### src/rtl/memory_arbiter_pkg.sv
// Shared encodings for the memory arbiter: response source tags, address
// regions, FSM states, grant identifiers, peripheral offsets and the
// address-window decoder.
package memory_arbiter_pkg;

    localparam logic [1:0] DATA_SOURCE_NONE       = 2'd0;
    localparam logic [1:0] DATA_SOURCE_ROM        = 2'd1;
    localparam logic [1:0] DATA_SOURCE_RAM        = 2'd2;
    localparam logic [1:0] DATA_SOURCE_PERIPHERAL = 2'd3;

    localparam logic [31:0] WINDOW_SIZE          = 32'h0000_1000;
    localparam logic [31:0] PERIPH_OUTPUT_OFFSET = 32'h0000_0000;
    localparam logic [31:0] PERIPH_INPUT_OFFSET  = 32'h0000_0004;

    typedef enum logic [1:0] {
        REGION_NONE   = 2'd0,
        REGION_ROM    = 2'd1,
        REGION_RAM    = 2'd2,
        REGION_PERIPH = 2'd3
    } region_t;

    typedef enum logic [1:0] {
        STATE_IDLE   = 2'd0,
        STATE_ACCESS = 2'd1,
        STATE_DONE   = 2'd2
    } state_t;

    typedef enum logic {
        GRANT_L1I = 1'b0,
        GRANT_L1D = 1'b1
    } grant_t;

    // Unsigned subtraction wraps below the base, so one compare covers the window.
    function automatic region_t decode_region(
        input logic [31:0] address,
        input logic [31:0] rom_base,
        input logic [31:0] ram_base,
        input logic [31:0] periph_base
    );
        region_t region;
        if ((address - rom_base) < WINDOW_SIZE) begin
            region = REGION_ROM;
        end else if ((address - ram_base) < WINDOW_SIZE) begin
            region = REGION_RAM;
        end else if ((address == (periph_base + PERIPH_OUTPUT_OFFSET)) ||
                     (address == (periph_base + PERIPH_INPUT_OFFSET))) begin
            region = REGION_PERIPH;
        end else begin
            region = REGION_NONE;
        end
        return region;
    endfunction

endpackage

### src/rtl/memory_arbiter_if.sv
// Cache-side request/response bundle between the L1 caches and the arbiter.
interface memory_arbiter_if;
    logic [31:0] l1i_address;
    logic        l1i_mem_read;
    logic [31:0] l1d_address;
    logic [31:0] l1d_input_data;
    logic        l1d_mem_write;
    logic        l1d_mem_read;
    logic [31:0] output_data;
    logic [1:0]  data_source;
    logic        stall_l1i;
    logic        stall_l1d;

    modport master (
        output l1i_address, l1i_mem_read, l1d_address, l1d_input_data,
               l1d_mem_write, l1d_mem_read,
        input  output_data, data_source, stall_l1i, stall_l1d
    );

    modport slave (
        input  l1i_address, l1i_mem_read, l1d_address, l1d_input_data,
               l1d_mem_write, l1d_mem_read,
        output output_data, data_source, stall_l1i, stall_l1d
    );
endinterface

### src/rtl/memory_arbiter_input_synchronizer.sv
// Two-flop synchronizer for asynchronous switch/button inputs.
module input_synchronizer #(
    parameter int WIDTH = 4
) (
    input  logic             clock,
    input  logic             reset,
    input  logic [WIDTH-1:0] async_in,
    output logic [WIDTH-1:0] sync_out
);
    logic [WIDTH-1:0] meta_r;
    logic [WIDTH-1:0] sync_r;

    // Capture the raw inputs, then re-register to let metastability settle.
    always_ff @(posedge clock or posedge reset) begin
        if (reset) begin
            meta_r <= {WIDTH{1'b0}};
            sync_r <= {WIDTH{1'b0}};
        end else begin
            meta_r <= async_in;
            sync_r <= meta_r;
        end
    end

    assign sync_out = sync_r;
endmodule

### src/rtl/memory_arbiter.sv
// Memory-side responder for the two L1 caches: arbitrates instruction refills
// and data loads/stores onto ROM, RAM and the peripheral registers, answering
// through a stall/data handshake with a source tag on every returned word.
module memory_arbiter
    import memory_arbiter_pkg::*;
#(
    parameter int unsigned MEM_LATENCY = 2,
    parameter logic [31:0] ROM_BASE    = 32'h0000_0000,
    parameter logic [31:0] RAM_BASE    = 32'h0000_1000,
    parameter logic [31:0] PERIPH_BASE = 32'h0000_2000
) (
    input  logic              clock,
    input  logic              reset,
    memory_arbiter_if.slave   cache,
    output logic [9:0]        rom_address,
    input  logic [31:0]       rom_data,
    output logic [9:0]        ram_address,
    output logic [31:0]       ram_write_data,
    output logic              ram_write,
    input  logic [31:0]       ram_data,
    input  logic [3:0]        input_peripherals,
    output logic [3:0]        output_peripherals
);
    localparam logic [3:0] LATENCY_LOAD = 4'(MEM_LATENCY - 1);

    state_t      state_r;
    logic [3:0]  count_r;
    logic [31:0] address_r;
    logic [31:0] write_data_r;
    logic        write_r;
    grant_t      grant_r;
    region_t     region_r;
    logic [9:0]  rom_address_r;
    logic [9:0]  ram_address_r;
    logic        ram_write_r;
    logic [3:0]  output_peripherals_r;

    logic [3:0]  sync_inputs_s;
    logic        data_request_s;
    logic        any_request_s;
    logic [31:0] accept_address_s;
    region_t     accept_region_s;
    logic        periph_output_hit_s;
    logic [31:0] response_data_s;
    logic [1:0]  response_source_s;

    input_synchronizer #(.WIDTH(4)) u_input_synchronizer (
        .clock    (clock),
        .reset    (reset),
        .async_in (input_peripherals),
        .sync_out (sync_inputs_s)
    );

    // The data cache wins whenever both caches ask in the same IDLE cycle.
    assign data_request_s   = cache.l1d_mem_read | cache.l1d_mem_write;
    assign any_request_s    = data_request_s | cache.l1i_mem_read;
    assign accept_address_s = data_request_s ? cache.l1d_address : cache.l1i_address;
    assign accept_region_s  = decode_region(accept_address_s, ROM_BASE, RAM_BASE, PERIPH_BASE);
    assign periph_output_hit_s = ((address_r - PERIPH_BASE) == PERIPH_OUTPUT_OFFSET);

    // Transaction FSM: latch at accept, wait out the memory latency, answer in DONE.
    always_ff @(posedge clock or posedge reset) begin
        if (reset) begin
            state_r              <= STATE_IDLE;
            count_r              <= 4'd0;
            address_r            <= 32'h0000_0000;
            write_data_r         <= 32'h0000_0000;
            write_r              <= 1'b0;
            grant_r              <= GRANT_L1I;
            region_r             <= REGION_NONE;
            rom_address_r        <= 10'd0;
            ram_address_r        <= 10'd0;
            ram_write_r          <= 1'b0;
            output_peripherals_r <= 4'd0;
        end else begin
            ram_write_r <= 1'b0;
            case (state_r)
                STATE_IDLE: begin
                    if (any_request_s) begin
                        address_r    <= accept_address_s;
                        write_data_r <= data_request_s ? cache.l1d_input_data : 32'h0000_0000;
                        write_r      <= data_request_s & cache.l1d_mem_write;
                        grant_r      <= data_request_s ? GRANT_L1D : GRANT_L1I;
                        region_r     <= accept_region_s;
                        count_r      <= LATENCY_LOAD;
                        if (accept_region_s == REGION_ROM) begin
                            rom_address_r <= accept_address_s[11:2];
                            state_r       <= STATE_ACCESS;
                        end else if (accept_region_s == REGION_RAM) begin
                            ram_address_r <= accept_address_s[11:2];
                            ram_write_r   <= data_request_s & cache.l1d_mem_write;
                            state_r       <= STATE_ACCESS;
                        end else begin
                            state_r <= STATE_DONE;
                        end
                    end else begin
                        state_r <= STATE_IDLE;
                    end
                end
                STATE_ACCESS: begin
                    if (count_r == 4'd0) begin
                        state_r <= STATE_DONE;
                    end else begin
                        count_r <= count_r - 4'd1;
                    end
                end
                STATE_DONE: begin
                    if (write_r && (region_r == REGION_PERIPH) && periph_output_hit_s) begin
                        output_peripherals_r <= write_data_r[3:0];
                    end else begin
                        output_peripherals_r <= output_peripherals_r;
                    end
                    state_r <= STATE_IDLE;
                end
                default: begin
                    state_r <= STATE_IDLE;
                end
            endcase
        end
    end

    // Response word: memory data arrives in the DONE cycle itself, so it is steered live.
    always_comb begin
        response_data_s   = 32'h0000_0000;
        response_source_s = DATA_SOURCE_NONE;
        if (state_r == STATE_DONE) begin
            case (region_r)
                REGION_ROM: begin
                    response_data_s   = rom_data;
                    response_source_s = DATA_SOURCE_ROM;
                end
                REGION_RAM: begin
                    response_data_s   = ram_data;
                    response_source_s = DATA_SOURCE_RAM;
                end
                REGION_PERIPH: begin
                    response_source_s = DATA_SOURCE_PERIPHERAL;
                    if (periph_output_hit_s) begin
                        response_data_s = {28'h000_0000, output_peripherals_r};
                    end else begin
                        response_data_s = {28'h000_0000, sync_inputs_s};
                    end
                end
                default: begin
                    response_data_s   = 32'h0000_0000;
                    response_source_s = DATA_SOURCE_NONE;
                end
            endcase
        end else begin
            response_data_s   = 32'h0000_0000;
            response_source_s = DATA_SOURCE_NONE;
        end
    end

    assign cache.output_data = response_data_s;
    assign cache.data_source = response_source_s;
    assign cache.stall_l1i   = cache.l1i_mem_read &
                               ~((state_r == STATE_DONE) && (grant_r == GRANT_L1I));
    assign cache.stall_l1d   = data_request_s &
                               ~((state_r == STATE_DONE) && (grant_r == GRANT_L1D));

    assign rom_address        = rom_address_r;
    assign ram_address        = ram_address_r;
    assign ram_write_data     = write_data_r;
    assign ram_write          = ram_write_r;
    assign output_peripherals = output_peripherals_r;
endmodule

### src/flat_wrapper.sv
// flat-port wrapper written by rule: the top's interface ports become plain ports
module memory_arbiter_flat import memory_arbiter_pkg::*;
#(
    parameter int unsigned MEM_LATENCY = 2,
    parameter logic [31:0] ROM_BASE    = 32'h0000_0000,
    parameter logic [31:0] RAM_BASE    = 32'h0000_1000,
    parameter logic [31:0] PERIPH_BASE = 32'h0000_2000
)
  (clock, reset, rom_address, rom_data, ram_address, ram_write_data, ram_write, ram_data, input_peripherals, output_peripherals, cache_l1i_address, cache_l1i_mem_read, cache_l1d_address, cache_l1d_input_data, cache_l1d_mem_write, cache_l1d_mem_read, cache_output_data, cache_data_source, cache_stall_l1i, cache_stall_l1d);
  memory_arbiter_if cache_i ();
  input  logic clock;
  input  logic reset;
  output logic [9:0] rom_address;
  input  logic [31:0] rom_data;
  output logic [9:0] ram_address;
  output logic [31:0] ram_write_data;
  output logic ram_write;
  input  logic [31:0] ram_data;
  input  logic [3:0] input_peripherals;
  output logic [3:0] output_peripherals;
  input wire logic [$bits(cache_i.l1i_address)-1:0] cache_l1i_address;
  input wire logic [$bits(cache_i.l1i_mem_read)-1:0] cache_l1i_mem_read;
  input wire logic [$bits(cache_i.l1d_address)-1:0] cache_l1d_address;
  input wire logic [$bits(cache_i.l1d_input_data)-1:0] cache_l1d_input_data;
  input wire logic [$bits(cache_i.l1d_mem_write)-1:0] cache_l1d_mem_write;
  input wire logic [$bits(cache_i.l1d_mem_read)-1:0] cache_l1d_mem_read;
  output wire logic [$bits(cache_i.output_data)-1:0] cache_output_data;
  output wire logic [$bits(cache_i.data_source)-1:0] cache_data_source;
  output wire logic [$bits(cache_i.stall_l1i)-1:0] cache_stall_l1i;
  output wire logic [$bits(cache_i.stall_l1d)-1:0] cache_stall_l1d;
  assign cache_i.l1i_address = cache_l1i_address;
  assign cache_i.l1i_mem_read = cache_l1i_mem_read;
  assign cache_i.l1d_address = cache_l1d_address;
  assign cache_i.l1d_input_data = cache_l1d_input_data;
  assign cache_i.l1d_mem_write = cache_l1d_mem_write;
  assign cache_i.l1d_mem_read = cache_l1d_mem_read;
  assign cache_output_data = cache_i.output_data;
  assign cache_data_source = cache_i.data_source;
  assign cache_stall_l1i = cache_i.stall_l1i;
  assign cache_stall_l1d = cache_i.stall_l1d;
  memory_arbiter #(.MEM_LATENCY(MEM_LATENCY), .ROM_BASE(ROM_BASE), .RAM_BASE(RAM_BASE), .PERIPH_BASE(PERIPH_BASE)) u_core (.clock(clock), .reset(reset), .cache(cache_i), .rom_address(rom_address), .rom_data(rom_data), .ram_address(ram_address), .ram_write_data(ram_write_data), .ram_write(ram_write), .ram_data(ram_data), .input_peripherals(input_peripherals), .output_peripherals(output_peripherals));
endmodule
### config.mk
export PLATFORM = sky130hd
export DESIGN_NAME = memory_arbiter_flat
export DESIGN_NICKNAME = d
export VERILOG_FILES = /design/src/rtl/memory_arbiter_pkg.sv /design/src/rtl/memory_arbiter_if.sv /design/src/rtl/memory_arbiter_input_synchronizer.sv /design/src/rtl/memory_arbiter.sv /design/src/flat_wrapper.sv
export SDC_FILE = /design/constraint.sdc
export NUM_CORES = 1
export LEC_CHECK = 0
export CORE_ASPECT_RATIO = 0.9
export CORE_MARGIN = 2
export CORE_UTILIZATION = 37
export DETAILED_ROUTE_END_ITERATION = 10
export HOLD_SLACK_MARGIN = 0.15
export PLACE_DENSITY = 0.88
export RECOVER_POWER = 25
export SLEW_MARGIN = 20
export SYNTH_ARGS = -nofsm -noshare
export SYNTH_HDL_FRONTEND = slang
export SYNTH_SLANG_ARGS = --single-unit
### constraint.sdc
create_clock -name clock -period 3.4 [get_ports clock]
set_input_delay 0.68 -clock clock [delete_from_list [all_inputs] [get_ports clock]]
set_output_delay 0.68 -clock clock [all_outputs]
set_load 0.01 [all_outputs]
Word-level counts from Yosys, hierarchy flattened

Index checks and enable logic that the tools add are counted.

Add/sub/neg operators: 3
$mul: 0
Divide/modulo/power cells: 0
$lt $le $gt $ge: 2
Equal/unequal tests: 12
Shift operators: 0
Multiplexer cells: 23
Bitwise logic cells: 9
Reduce and logical (&&, ||, !) cells: 14

Operators by type and width:

| kind                                                                           | count |
|---|---|
| 32-bit two-way mux                                                             | 3 |
| 32-bit one-hot mux with 3 select lines                                         | 1 |
| 32-bit by 14-bit == test with 1-bit output, second input constant              | 2 |
| 32-bit by 13-bit less-than comparator with 1-bit output, second input constant | 2 |
| 32-bit zero test                                                               | 1 |
| 32-bit by 13-bit subtractor with 32-bit output, second input constant          | 1 |
| 32-bit by 14-bit subtractor with 32-bit output, second input constant          | 1 |
| 2-bit two-way mux                                                              | 8 |
| 4-bit two-way mux                                                              | 3 |
| 2-bit == test, second input constant                                           | 4 |
| 4-bit one-hot mux with 2 select lines                                          | 1 |
| 2-bit by 1-bit == test with 1-bit output, second input constant                | 3 |
| 2-bit one-hot mux with 3 select lines                                          | 1 |
| 3-bit AND reduction                                                            | 2 |
| 1-bit two-way mux                                                              | 5 |
| 1-bit logical AND                                                              | 4 |
| 4-bit zero test                                                                | 1 |
| 2-bit by 1-bit inequality test with 1-bit output, second input constant        | 2 |
| 1-bit NOT                                                                      | 4 |
| 2-bit one-hot mux with 2 select lines                                          | 1 |
| 2-bit AND reduction                                                            | 2 |
| 4-bit AND reduction                                                            | 1 |
| 4-bit by 1-bit subtractor with 4-bit output, second input constant             | 1 |
| 1-bit AND                                                                      | 3 |
| other kinds (5)                                                                | 6 |

Bits in registers: 107
Latch bits: 0
Bits in writable memories: 0
Bits in read-only memories: 0
Bits of input ports: 169
Output and inout bits: 93
Word-level logic and storage cells: 76
Memories kept: 0

Logic depth before layout (Yosys ltp)

Depth in word-level cells: 12
Mapped depth: 13

Hierarchy

From an unflattened synthesis, not the netlist that was laid out.

Cell total of the unflattened synthesis: 586
Area, all modules: 5492.8 um^2

Modules (own cells, without submodules):

| module             | instances | cells an instance | area an instance (um^2) | sequential area each (um^2) |
|---|---|---|---|---|
| memory_arbiter     | 1         | 577               | 5288.8                  | 2477.4 |
| input_synchronizer | 1         | 9                 | 203.9                   | 200.2 |

Worst setup path before layout

Ideal clock, no wire load.

Path type: input to register
Start point: input cache_l1d_address[16]
End point: register u_core.ram_address_r[9], in the netlist u_core.ram_address[9]
Setup time: 0.078 ns
Arrival: 3.594 ns
Slack: -0.271 ns
Cell stages on the path: 11
Path buffers: 1
Path through: or4_1 or4_4 a2111oi_0 xnor2_1 mux2i_1 o41ai_1 ha_1 and3_1 clkbuf_1 nor2_1 a21oi_1

Cells in the longest elaborated chain, start to end: 9
Elaborated cells between the ends (all ways): 14
Classes of those cells: add/sub (1); order compare (2); eq/ne (4); mux (4); bitwise (1); reduce/logical (2)

Ends and longest elaborated chain:

| what                                                                                   | line                     | source |
|---|---|---|
| start: declaration                                                                     | flat_wrapper.sv:23       | `input wire logic [$bits(cache_i.l1d_address)-1:0] cache_l1d_address;` |
| 32-bit two-way mux *                                                                   | memory_arbiter.sv:57     | `assign accept_address_s = data_request_s ? cache.l1d_address : cache.l1i_address;` |
| branches (longest 4 deep; another with 32-bit by 13-bit subtractor with 32-bit output) | -                        |  |
| 2-bit two-way mux *                                                                    | memory_arbiter_pkg.sv:41 | `if ((address - rom_base) < WINDOW_SIZE) begin` |
| via u_core.accept_region_s[1]                                                          | memory_arbiter.sv:42     | `region_t accept_region_s;` |
| 2-bit by 1-bit == test with 1-bit output                                               | memory_arbiter.sv:86     | `if (accept_region_s == REGION_ROM) begin` |
| 1-bit NOT (no line)                                                                    | -                        |  |
| 4-bit AND reduction (no line) *                                                        | -                        |  |
| end signal: assignment                                                                 | memory_arbiter.sv:90     | `ram_address_r <= accept_address_s[11:2];` |
| end: declaration                                                                       | memory_arbiter.sv:34     | `logic [9:0] ram_address_r;` |

Mark *: on every way through the listed nets, which the timed path passes.
A chain may end at the register's enable or synchronous reset.

Final worst setup path

Start point: register u_core.address_r[15]
End point: output cache_output_data[2]

Cells in the longest elaborated chain, start to end: 5

Ends and longest elaborated chain:

| what                                           | line                  | source |
|---|---|---|
| start: declaration                             | memory_arbiter.sv:28  | `logic [31:0] address_r;` |
| start signal: assignment                       | memory_arbiter.sv:80  | `address_r <= accept_address_s;` |
| 32-bit by 14-bit subtractor with 32-bit output | memory_arbiter.sv:59  | `assign periph_output_hit_s = ((address_r - PERIPH_BASE) == PERIPH_OUTPUT_OFFSET);` |
| 32-bit zero test                               | memory_arbiter.sv:59  |  |
| 4-bit two-way mux                              | memory_arbiter.sv:138 | `if (periph_output_hit_s) begin` |
| 32-bit one-hot mux with 3 select lines         | memory_arbiter.sv:127 | `case (region_r)` |
| 32-bit two-way mux                             | memory_arbiter.sv:126 | `if (state_r == STATE_DONE) begin` |
| end: declaration                               | flat_wrapper.sv:27    | `output wire logic [$bits(cache_i.output_data)-1:0] cache_output_data;` |

No other way between the ends.

==> qor.yml <==
slew_viol_final: 34
rsz0062_at_grt: "yes"
h-tree-depth: 3
layout_worst_path_cycle_share_pct: 98.9
antenna_found_initial: 0
synth_enable_flop_cells: 0
coreArea_sq_um: 13900
first_pass_iters: 7
port_buffers: 261
post-dp-hpwl_um: 13900
clock_path_buffers: 2
slew_headroom_pct: -0.586
seq_power_share_pct: 43.9
die_h_um: 117
via_per_inst: 5.36
tightest_slew_ns: 1.51
initial_core_util_pct: 37.6
final_nets: 1016
ys_seq_elements: 107
netSwitchingPower_uw: 1130
synthDistinctLibCells: 46
layout-drive-gt1-share_pct: 14.6
cpMostUsedCell: "buf_6"
synth_flop_cell: "dfrtp_1"
pwr-share-clk_pct: 29.3
numCtsBuffers: 9
max-vdd-ir-drop_mv: 0.363
critPathLaunchType: "register"
globalplace.congestion: 0.956
multiInputGateArea_sq_um: 2610
status: "finished with violations"
hold_class: "register to register"
crit_arrival_ns: 2.68
cell_internal_pwr_uw: 2520
grt_pass1_vias: 5330
drc: 0
violations: "max-capacitance violations, max-slew violations"
grt_pass1_wl_um: 28100
yosys_warnings: 0
worst-path-max-fanout: 5
io_pins: 262
synth_area_sq_um: 5230
clk_pin_slew_ns: 0.08
finalPower_uw: 3650
grt_overflow: 0
syn_inst: 556
syn_to_final_growth_pct: 70.5
p_comb_share_pct: 26.8
leakagePower_uw: 0.00363
dieArea_sq_um: 15100
core.rowCount: 41
cts_num_sinks: 107
post-place-ws_ns: -0.589
slowest_stage: "dfrtp_1"
seqCellArea_sq_um: 2680
syn_nets: 729
fmax_ghz: 0.298
crit_chain: "nor4_4, nand2_2, buf_6, o31a_1, o32ai_2, and4_1, buf_6, buf_6, mux2i_1, o22ai_1, buf_2"
grt.total_usage_pct: 24.2
grt_max_degree: 56
setup-violations-final: 0
vias: 5584
antenna_left: 0
clock_latency_ns: 0.36
hold_violations: 0
power_density_nw_per_um2: 409
skew_ns: 0.0101
syn_avg_cell_area_sq_um: 9.41
routedWlPerCell_um: 18.2
drt_iter0_drc: 407
critPathRequiredTime_ns: 2.72
p_sw_share_pct: 31.0
endpoint_kind: "output pin"
diodes: 0
worst-setup-path-type: "register to output pin"
maxCapViolCount: 1
wl_um: 18900
period_needed_ns: 3.36
die_x_um: 129
cts_tree: "yes"
cp_slowest_stage_delay_ns: 0.41
worst_slack_ns: 0.0390
fin_setup_tns_ns: 0
clock-root-buffer: "clkbuf_16"
async_flop_share_pct: 100
n_fill_cell: 1099
yosysSeqAreaShare_pct: 51.2
cells by family after synthesis:
group	count (synthesis)	share of synthesized area [%]
and+or+nand+nor	216	18.5
AOI/OAI and AO/OA	152	20.1
DFF	107	51.2
buffers and inverters	45	3.25
muxes	24	4.71
xor gates and xnor gates	8	1.34
adders and majority gates	4	0.957
routing by layer:
layer,GRT usage (%),vias up,wire (um)
li1,-,2591,-
met1,32.3,2716,7860
met2,39.9,250,9360
met3,5.50,27,1450
met4,6.96,0,276
met5,0,-,0
through the flow:
step	cells	cell area [sq um]	hold WS [ns]	util (%)
3_5_place_dp	1015	8350	0.338	60.1
5_1_grt	1041	8920	0.365	64.2
2_1_floorplan	556	5260	0.331	-
6_report	1041	8920	0.355	64.2
3_3_place_gp	1015	8350	0.332	60.1
4_1_cts	1036	8810	0.356	63.4
cell type report:
cell class / instances / area share [%]
clock inverters: 7 / 1.09
flip-flops and latches: 107 / 30.0
clock buffers: 9 / 2.52
repair buffers: 315 / 34.2
multi-input cells: 404 / 29.2
well taps: 193 / 2.71
inverters: 6 / 0.266
flip-flops by register name, summed over array words and instances, names as in the netlist:
register,count
u_core.address_r,32
u_core.ram_write_data,32
u_core.ram_address,10
u_core.rom_address,10
u_core.count_r,4
u_core.output_peripherals,4
u_core.u_input_synchronizer.meta_r,4
u_core.u_input_synchronizer.sync_out,4
u_core.region_r,2
u_core.state_r,2
u_core.grant_r,1
u_core.ram_write,1
u_core.write_r,1
power groups by stage:
| stage | Sequential (uW) | Combinational (uW) | Clock, uW |
|---|---|---|---|
| global placement | 1600 | 926 | 0 |
| detailed placement | 1600 | 952 | 0 |
| CTS | 1590 | 964 | 1090 |
| global route | 1630 | 1050 | 1150 |
| floorplan | 1620 | 357 | 0 |
| finish | 1600 | 978 | 1070 |
final timing paths:
check	startpoint	depth (start not counted)	endpoint	slack, ns
max in group asynchronous	reset	3	u_core.address_r[23]$_DFFE_PP0P_	0.99
max	u_core.address_r[15]$_DFFE_PP0P_	11	cache_output_data[2]	0.04
min reg2reg	u_core.u_input_synchronizer.meta_r[0]$_DFF_PP0_	0	u_core.u_input_synchronizer.sync_out[0]$_DFF_PP0_	0.36
min	u_core.u_input_synchronizer.meta_r[0]$_DFF_PP0_	0	u_core.u_input_synchronizer.sync_out[0]$_DFF_PP0_	0.36
max reg2reg	u_core.address_r[15]$_DFFE_PP0P_	9	u_core.output_peripherals[1]$_DFFE_PP0P_	0.94
min in group asynchronous	reset	2	u_core.rom_address[4]$_DFFE_PP0P_	0.75
synthesized netlist by cell type (all sizes together), types with 4 or more instances:
library cell | number | share of area, %
a21oi | 27 | 2.6
a22o | 32 | 5.4
a22oi | 32 | 4.6
a31oi | 18 | 2.2
and2 | 4 | 0.48
clkbuf | 36 | 2.6
dfrtp | 107 | 51
ha | 4 | 0.96
inv | 6 | 0.43
mux2 | 5 | 1.1
mux2i | 19 | 3.6
nand2 | 68 | 4.9
nand3 | 5 | 0.48
nand4 | 7 | 0.84
nor2 | 88 | 6.3
nor3 | 7 | 0.67
nor4 | 17 | 2.0
o21ai | 19 | 1.8
o22ai | 5 | 0.60
or4 | 4 | 0.65
xor2 | 5 | 0.84
worst max-delay path, delay by kind of cell, from the launching register on:
family | cells | cell delay, ns
AO/OA/AOI/OAI | 3 | 0.42
multiplexers | 1 | 0.18
AND/OR/NAND/NOR | 3 | 0.75
buffers and inverters | 4 | 0.56
flip-flops | 1 | 0.41
cells in the final DEF, fill, tap and decap left out, drive strengths merged, types with 2 or more instances in the layout:
| cell type | n |
|---|---|
| nand3 | 5 |
| nor2 | 88 |
| buf | 59 |
| and2 | 4 |
| dfrtp | 107 |
| nor4 | 17 |
| clkinv | 6 |
| a22oi | 32 |
| a21oi | 27 |
| clkinvlp | 2 |
| xor2 | 5 |
| a31oi | 18 |
| or4 | 4 |
| nand4 | 7 |
| nand2b | 2 |
| a21o | 2 |
| nor3 | 7 |
| dlygate4sd3 | 5 |
| or3 | 3 |
| o22ai | 5 |
| clkbuf | 15 |
| o211ai | 2 |
| o21a | 3 |
| ha | 4 |
| a22o | 32 |
| mux2i | 19 |
| xnor2 | 3 |
| nand2 | 68 |
| o21ai | 19 |
| clkdlybuf4s50 | 242 |
| o31ai | 2 |
| o32ai | 2 |
| nor2b | 2 |
| mux2 | 5 |
| inv | 5 |
| nor3b | 3 |
| a2111oi | 3 |
what timing repair did:
action / 4_1_cts / 5_1_grt
hold buffers: 0 / 0
endpoints found under the setup margin: 16 / 15
gates resized for setup: 71 / 26
gates cloned: 2 / 0
pin swaps: 13 / 15
setup buffers: 3 / 5
No activity file was read; power rests on OpenSTA's default activity.
